$ cat src/rtl/instr_tx.sv
// Two-byte UART (8N1) instruction transmitter: sends instr[7:0] then instr[15:8].
// Optional inter-byte idle gap enabled by defining INSTR_TX_GAP_EN.
module instr_tx #(
    parameter int CLKS_PER_BIT = 217,
    parameter int GAP_BITS     = 10
) (
    input  logic        clk,
    input  logic        rst,
    input  logic        i_tx_dv,
    input  logic [15:0] i_tx_instr,
    output logic        o_tx_serial,
    output logic        o_tx_active,
    output logic        o_tx_done
);

    localparam int CNT_W = (CLKS_PER_BIT > 1) ? $clog2(CLKS_PER_BIT) : 1;
    localparam logic [CNT_W-1:0] CNT_MAX = CNT_W'(CLKS_PER_BIT - 1);

    typedef enum logic [2:0] {
        IDLE    = 3'd0,
        START   = 3'd1,
        DATA    = 3'd2,
        STOP    = 3'd3,
`ifdef INSTR_TX_GAP_EN
        GAP     = 3'd4,
`endif
        CLEANUP = 3'd5
    } state_t;

    state_t           state_q, state_d;
    logic [CNT_W-1:0] clk_cnt_q, clk_cnt_d;
    logic [2:0]       bit_idx_q, bit_idx_d;
    logic             byte_idx_q, byte_idx_d;
    logic [15:0]      instr_q, instr_d;
    logic             serial_q, serial_d;
    logic             active_q, active_d;
    logic             done_q, done_d;
    logic [7:0]       cur_byte;
    logic             bit_end;

`ifdef INSTR_TX_GAP_EN
    localparam int GAP_W = (GAP_BITS > 1) ? $clog2(GAP_BITS) : 1;
    localparam logic [GAP_W-1:0] GAP_MAX = GAP_W'(GAP_BITS - 1);
    logic [GAP_W-1:0] gap_cnt_q, gap_cnt_d;
`else
    logic unused_gap_bits;
    assign unused_gap_bits = (GAP_BITS != 0);
`endif

    assign cur_byte = byte_idx_q ? instr_q[15:8] : instr_q[7:0];
    assign bit_end  = (clk_cnt_q == CNT_MAX);

    // Next-state logic; serial/active/done are computed for the next cycle so outputs are registered.
    always_comb begin
        state_d    = state_q;
        clk_cnt_d  = clk_cnt_q;
        bit_idx_d  = bit_idx_q;
        byte_idx_d = byte_idx_q;
        instr_d    = instr_q;
        serial_d   = 1'b1;
        active_d   = 1'b1;
        done_d     = 1'b0;
`ifdef INSTR_TX_GAP_EN
        gap_cnt_d  = gap_cnt_q;
`endif
        case (state_q)
            IDLE: begin
                if (i_tx_dv) begin
                    instr_d    = i_tx_instr;
                    state_d    = START;
                    clk_cnt_d  = '0;
                    bit_idx_d  = 3'd0;
                    byte_idx_d = 1'b0;
                    serial_d   = 1'b0;
                    active_d   = 1'b1;
                end else begin
                    active_d   = 1'b0;
                end
            end
            START: begin
                serial_d = 1'b0;
                if (bit_end) begin
                    clk_cnt_d = '0;
                    bit_idx_d = 3'd0;
                    state_d   = DATA;
                    serial_d  = cur_byte[0];
                end else begin
                    clk_cnt_d = clk_cnt_q + 1'b1;
                end
            end
            DATA: begin
                serial_d = cur_byte[bit_idx_q];
                if (bit_end) begin
                    clk_cnt_d = '0;
                    if (bit_idx_q == 3'd7) begin
                        state_d  = STOP;
                        serial_d = 1'b1;
                    end else begin
                        bit_idx_d = bit_idx_q + 3'd1;
                        serial_d  = cur_byte[bit_idx_q + 3'd1];
                    end
                end else begin
                    clk_cnt_d = clk_cnt_q + 1'b1;
                end
            end
            STOP: begin
                if (bit_end) begin
                    clk_cnt_d = '0;
                    if (byte_idx_q == 1'b0) begin
                        byte_idx_d = 1'b1;
`ifdef INSTR_TX_GAP_EN
                        state_d    = GAP;
                        gap_cnt_d  = '0;
`else
                        state_d    = START;
                        serial_d   = 1'b0;
`endif
                    end else begin
                        state_d  = CLEANUP;
                        done_d   = 1'b1;
                        active_d = 1'b0;
                    end
                end else begin
                    clk_cnt_d = clk_cnt_q + 1'b1;
                end
            end
`ifdef INSTR_TX_GAP_EN
            GAP: begin
                if (bit_end) begin
                    clk_cnt_d = '0;
                    if (gap_cnt_q == GAP_MAX) begin
                        gap_cnt_d = '0;
                        state_d   = START;
                        serial_d  = 1'b0;
                    end else begin
                        gap_cnt_d = gap_cnt_q + 1'b1;
                    end
                end else begin
                    clk_cnt_d = clk_cnt_q + 1'b1;
                end
            end
`endif
            CLEANUP: begin
                state_d    = IDLE;
                active_d   = 1'b0;
                byte_idx_d = 1'b0;
                bit_idx_d  = 3'd0;
            end
            default: begin
                state_d  = IDLE;
                active_d = 1'b0;
            end
        endcase
    end

    // State and output registers with synchronous reset that aborts any frame in flight.
    always_ff @(posedge clk) begin
        if (rst) begin
            state_q    <= IDLE;
            clk_cnt_q  <= '0;
            bit_idx_q  <= 3'd0;
            byte_idx_q <= 1'b0;
            instr_q    <= 16'h0000;
            serial_q   <= 1'b1;
            active_q   <= 1'b0;
            done_q     <= 1'b0;
`ifdef INSTR_TX_GAP_EN
            gap_cnt_q  <= '0;
`endif
        end else begin
            state_q    <= state_d;
            clk_cnt_q  <= clk_cnt_d;
            bit_idx_q  <= bit_idx_d;
            byte_idx_q <= byte_idx_d;
            instr_q    <= instr_d;
            serial_q   <= serial_d;
            active_q   <= active_d;
            done_q     <= done_d;
`ifdef INSTR_TX_GAP_EN
            gap_cnt_q  <= gap_cnt_d;
`endif
        end
    end

    assign o_tx_serial = serial_q;
    assign o_tx_active = active_q;
    assign o_tx_done   = done_q;

endmodule

$ cat config.mk
export PLATFORM = sky130hd
export DESIGN_NAME = instr_tx
export DESIGN_NICKNAME = d
export VERILOG_FILES = /design/src/rtl/instr_tx.sv
export SDC_FILE = /design/constraint.sdc
export NUM_CORES = 1
export LEC_CHECK = 0
export CORE_MARGIN = 10
export CORE_UTILIZATION = 45
export DETAILED_ROUTE_END_ITERATION = 7
export HOLD_SLACK_MARGIN = 0.02
export PLACE_DENSITY = 0.78
export SLEW_MARGIN = 20
export SYNTH_ARGS = -nofsm -noshare
export SYNTH_HDL_FRONTEND = slang
export SYNTH_SLANG_ARGS = --single-unit
export TNS_END_PERCENT = 10
$ cat constraint.sdc
create_clock -name clk -period 5.9 [get_ports clk]
set_input_delay 1.475 -clock clk [delete_from_list [all_inputs] [get_ports clk]]
set_output_delay 1.475 -clock clk [all_outputs]
set_load 0.02 [all_outputs]
==> out/results.tsv <==
metric	value	unit
antenna cells	0	
# hold bufs at CTS	0	
worst min-delay path category	register to register	
I/O pin count	22	
Die Area	6840	µm²
Seq cells post-synth	34	
core area	3740	µm²
most frequent cells in the layout	48 x nand2_1, 34 x dfxtp_1, 23 x a21oi_1	
largest net degree at the start of global routing	35	
root buf cell	clkbuf_8	
initial antenna violation count	0	
sequential power share	51.9	%
RSZ-0062 raised after global routing	no	
fmax	339	MHz
Synth Cell Area	1770	µm²
Final Critical Period	2950	ps
Netlist cell types	40	
commonest non-fill, non-tap cell in the layout	nand2_1	
total congestion overflow	0	
Area after DPL	1980	µm²
Num CTS Buffers	5	
Avg Cell Area, Syn	8.51	µm²
Final nets	248	
DRC	0	
first-pass GRT wire length	6.47	mm
Syn-to-layout area delta	17.3	%
clock buffer depth	2	
Synth Area in XOR/XNOR	0.495	%
final wirelength	3.82	mm
drt via density	5.72	
post-synthesis mux area share	11.5	%
arrival time worst endpoint	3160	ps
WL per Instance	13.9	µm
Psw	0.116	mW
CP required	6110	ps
Fillers	369	
Iter 0 DRT Violations	144	
vias in the first global route	1439	
leak pwr	0.738	nW
maximum fanout along the worst path	17	
final setup fails	0	
Crit. End Element	register	
Pwr Density	230	nW/µm²
clock skew	3.54	ps
post-layout power	0.477	mW
GRT Overall Usage	11.9	%
Yosys top cell area share	38.5	%
CP top delay family	simple AND/OR/NAND/NOR gates	
startpoint types	input port	
clk_lat worst skew	280	ps
Final WS setup	2950	ps
worst-path cell chain	clkdlybuf4s50_1 -> nand2b_1 -> nor3_2 -> nand2_1 -> a21oi_1	
Slew Limit Fails	0	
Yosys top cell by area	dfxtp_1	
Place WS	2660	ps
Pre-antenna DRT Iters	4	
layout cells sized above 1	6.64	%
clk slew on worst S/H paths	60	ps
Synth warnings	0	
Vias	1568	
htree depth	2	
Die Wd	82.7	µm
Slew headroom	33.9	%
Syn Inst Count	208	
CTS tree	yes	
Compound-Gate Fraction of Synth Area	18.5	%
DRT antenna net count	0	
Logic pwr share	11.9	%
Die Ht	82.7	µm
largest stage delay on the critical path	760	ps
post-CTS sizing	0	
clock group share of total power	36.2	%
Tightest Pin Transition	986	ps
Initial Utilization	47.3	%
WS Path Type	input port to register	
fin area	2070	µm²
simple-gate share of the synthesized area	23.5	%
switching part of the total	24.2	%
largest family of logic cells by synthesized area	simple AND/OR/NAND/NOR gates	
FP Rows	22	
PortBufs	21	
critical path buffer and inverter count	1	
status	finished clean	
Post-DP HPWL	2.72	mm
Final Hold Vio Count	0	
final period utilization	49.9	%
setup TNS	0	ps
Final GP Congestion	0.842	
Synth Area in Adders	2.83	%
Post CTS Setup Buffer Count	0	
Syn Nets	231	
Pint	0.362	mW
CP max stage cell	nor3_2	
Peak VDD IR	0.125	mV
max capacitance violation total	0	
synth top area cells	dfxtp_1 38%, nand2_1 10%, a21oi_1 6.5%	
clock sinks	34	
sequential share of the synthesized area	38.5	%
-- kinds of logic after synthesis --
family | after synthesis
and+or+nand+nor | 91
muxes | 10
buffers and inverters | 17
AOI/OAI and AO/OA | 51
xor gates and xnor gates | 1
DFF | 34
adders and majority gates | 4
-- through the flow --
step                      hold WS, ps  util, %  std cells
after floorplan                   441        -        208
after global placement            452     53.0        266
after detailed placement          465     53.0        266
after CTS                         473     55.4        274
after global routing              498     55.4        274
final                             470     55.4        274
-- area by class of cell --
cell class,count,area [µm²],area share [%]
Clock inverter,1,5.00,0.241
Clock buffer,7,86.3,4.16
Sequential cell,34,681,32.8
Multi-Input combinational cell,157,1010,48.5
Timing Repair Buffer,22,218,10.5
Inverter,5,18.8,0.905
Tap cell,48,60.1,2.90
-- worst paths after layout --
kind	startpoint	end	slack (ps)	depth (start not counted)
max reg2reg	bit_idx_q[0]	o_tx_serial	3740	5
min reg2reg	instr_q[11]	instr_q[11]	470	2
max	i_tx_dv	instr_q[9]	2950	5
min	instr_q[11]	instr_q[11]	470	2
-- flip-flops by register name, indices dropped and copies added, names as in the netlist --
| name | count |
|---|---|
| byte_idx_q | 1 |
| state_q | 3 |
| o_tx_serial | 1 |
| instr_q | 16 |
| o_tx_done | 1 |
| o_tx_active | 1 |
| bit_idx_q | 3 |
| clk_cnt_q | 8 |
-- cells in the mapped netlist --
cell type  number
a211oi_1        1
a21o_1          1
a21oi_1        23
a221o_1         1
a221oi_1        1
a2bb2oi_1       1
a311oi_1        4
a32oi_1         1
a41oi_1         4
and3_1          3
buf_1           2
buf_4           1
buf_6           2
clkbuf_1        7
dfxtp_1        34
ha_1            4
inv_1           5
mux2_2          1
mux2i_1         2
mux4_1          4
mux4_2          3
nand2_1        48
nand2b_1        3
nand3_1         5
nand3b_1        2
nand4_1         2
nand4b_1        2
nor2_1         14
nor3_1          5
nor3_2          1
nor4_1          3
nor4b_1         1
o211ai_1        2
o21ai_0         8
o21bai_1        2
o22ai_2         1
o41ai_1         1
or2_2           1
or3_1           1
xnor2_1         1
-- routing by layer --
metal  up-vias  GRT usage [%]  wire (µm)
li1        791              -          -
met1       741           15.6       1840
met2        32           17.4       1740
met3         4           4.86        196
met5         -              0          0
met4         0           3.68         40
-- worst reg2reg max path, stage by stage, from the launching register on --
cell	delay, ps
dfxtp_1	430
ha_1	450
mux4_2	520
o211ai_1	180
a311oi_1	110
a221o_1	350
-- power groups by stage --
stage / sequential [mW] / combinational [mW] / clock (mW)
after CTS: 0.248 / 0.0575 / 0.179
after floorplan: 0.250 / 0.0360 / 0
final: 0.248 / 0.0569 / 0.173
after detailed placement: 0.253 / 0.0573 / 0
after global placement: 0.252 / 0.0564 / 0
after global routing: 0.249 / 0.0637 / 0.188
No activity file was read; power rests on OpenSTA's default activity.
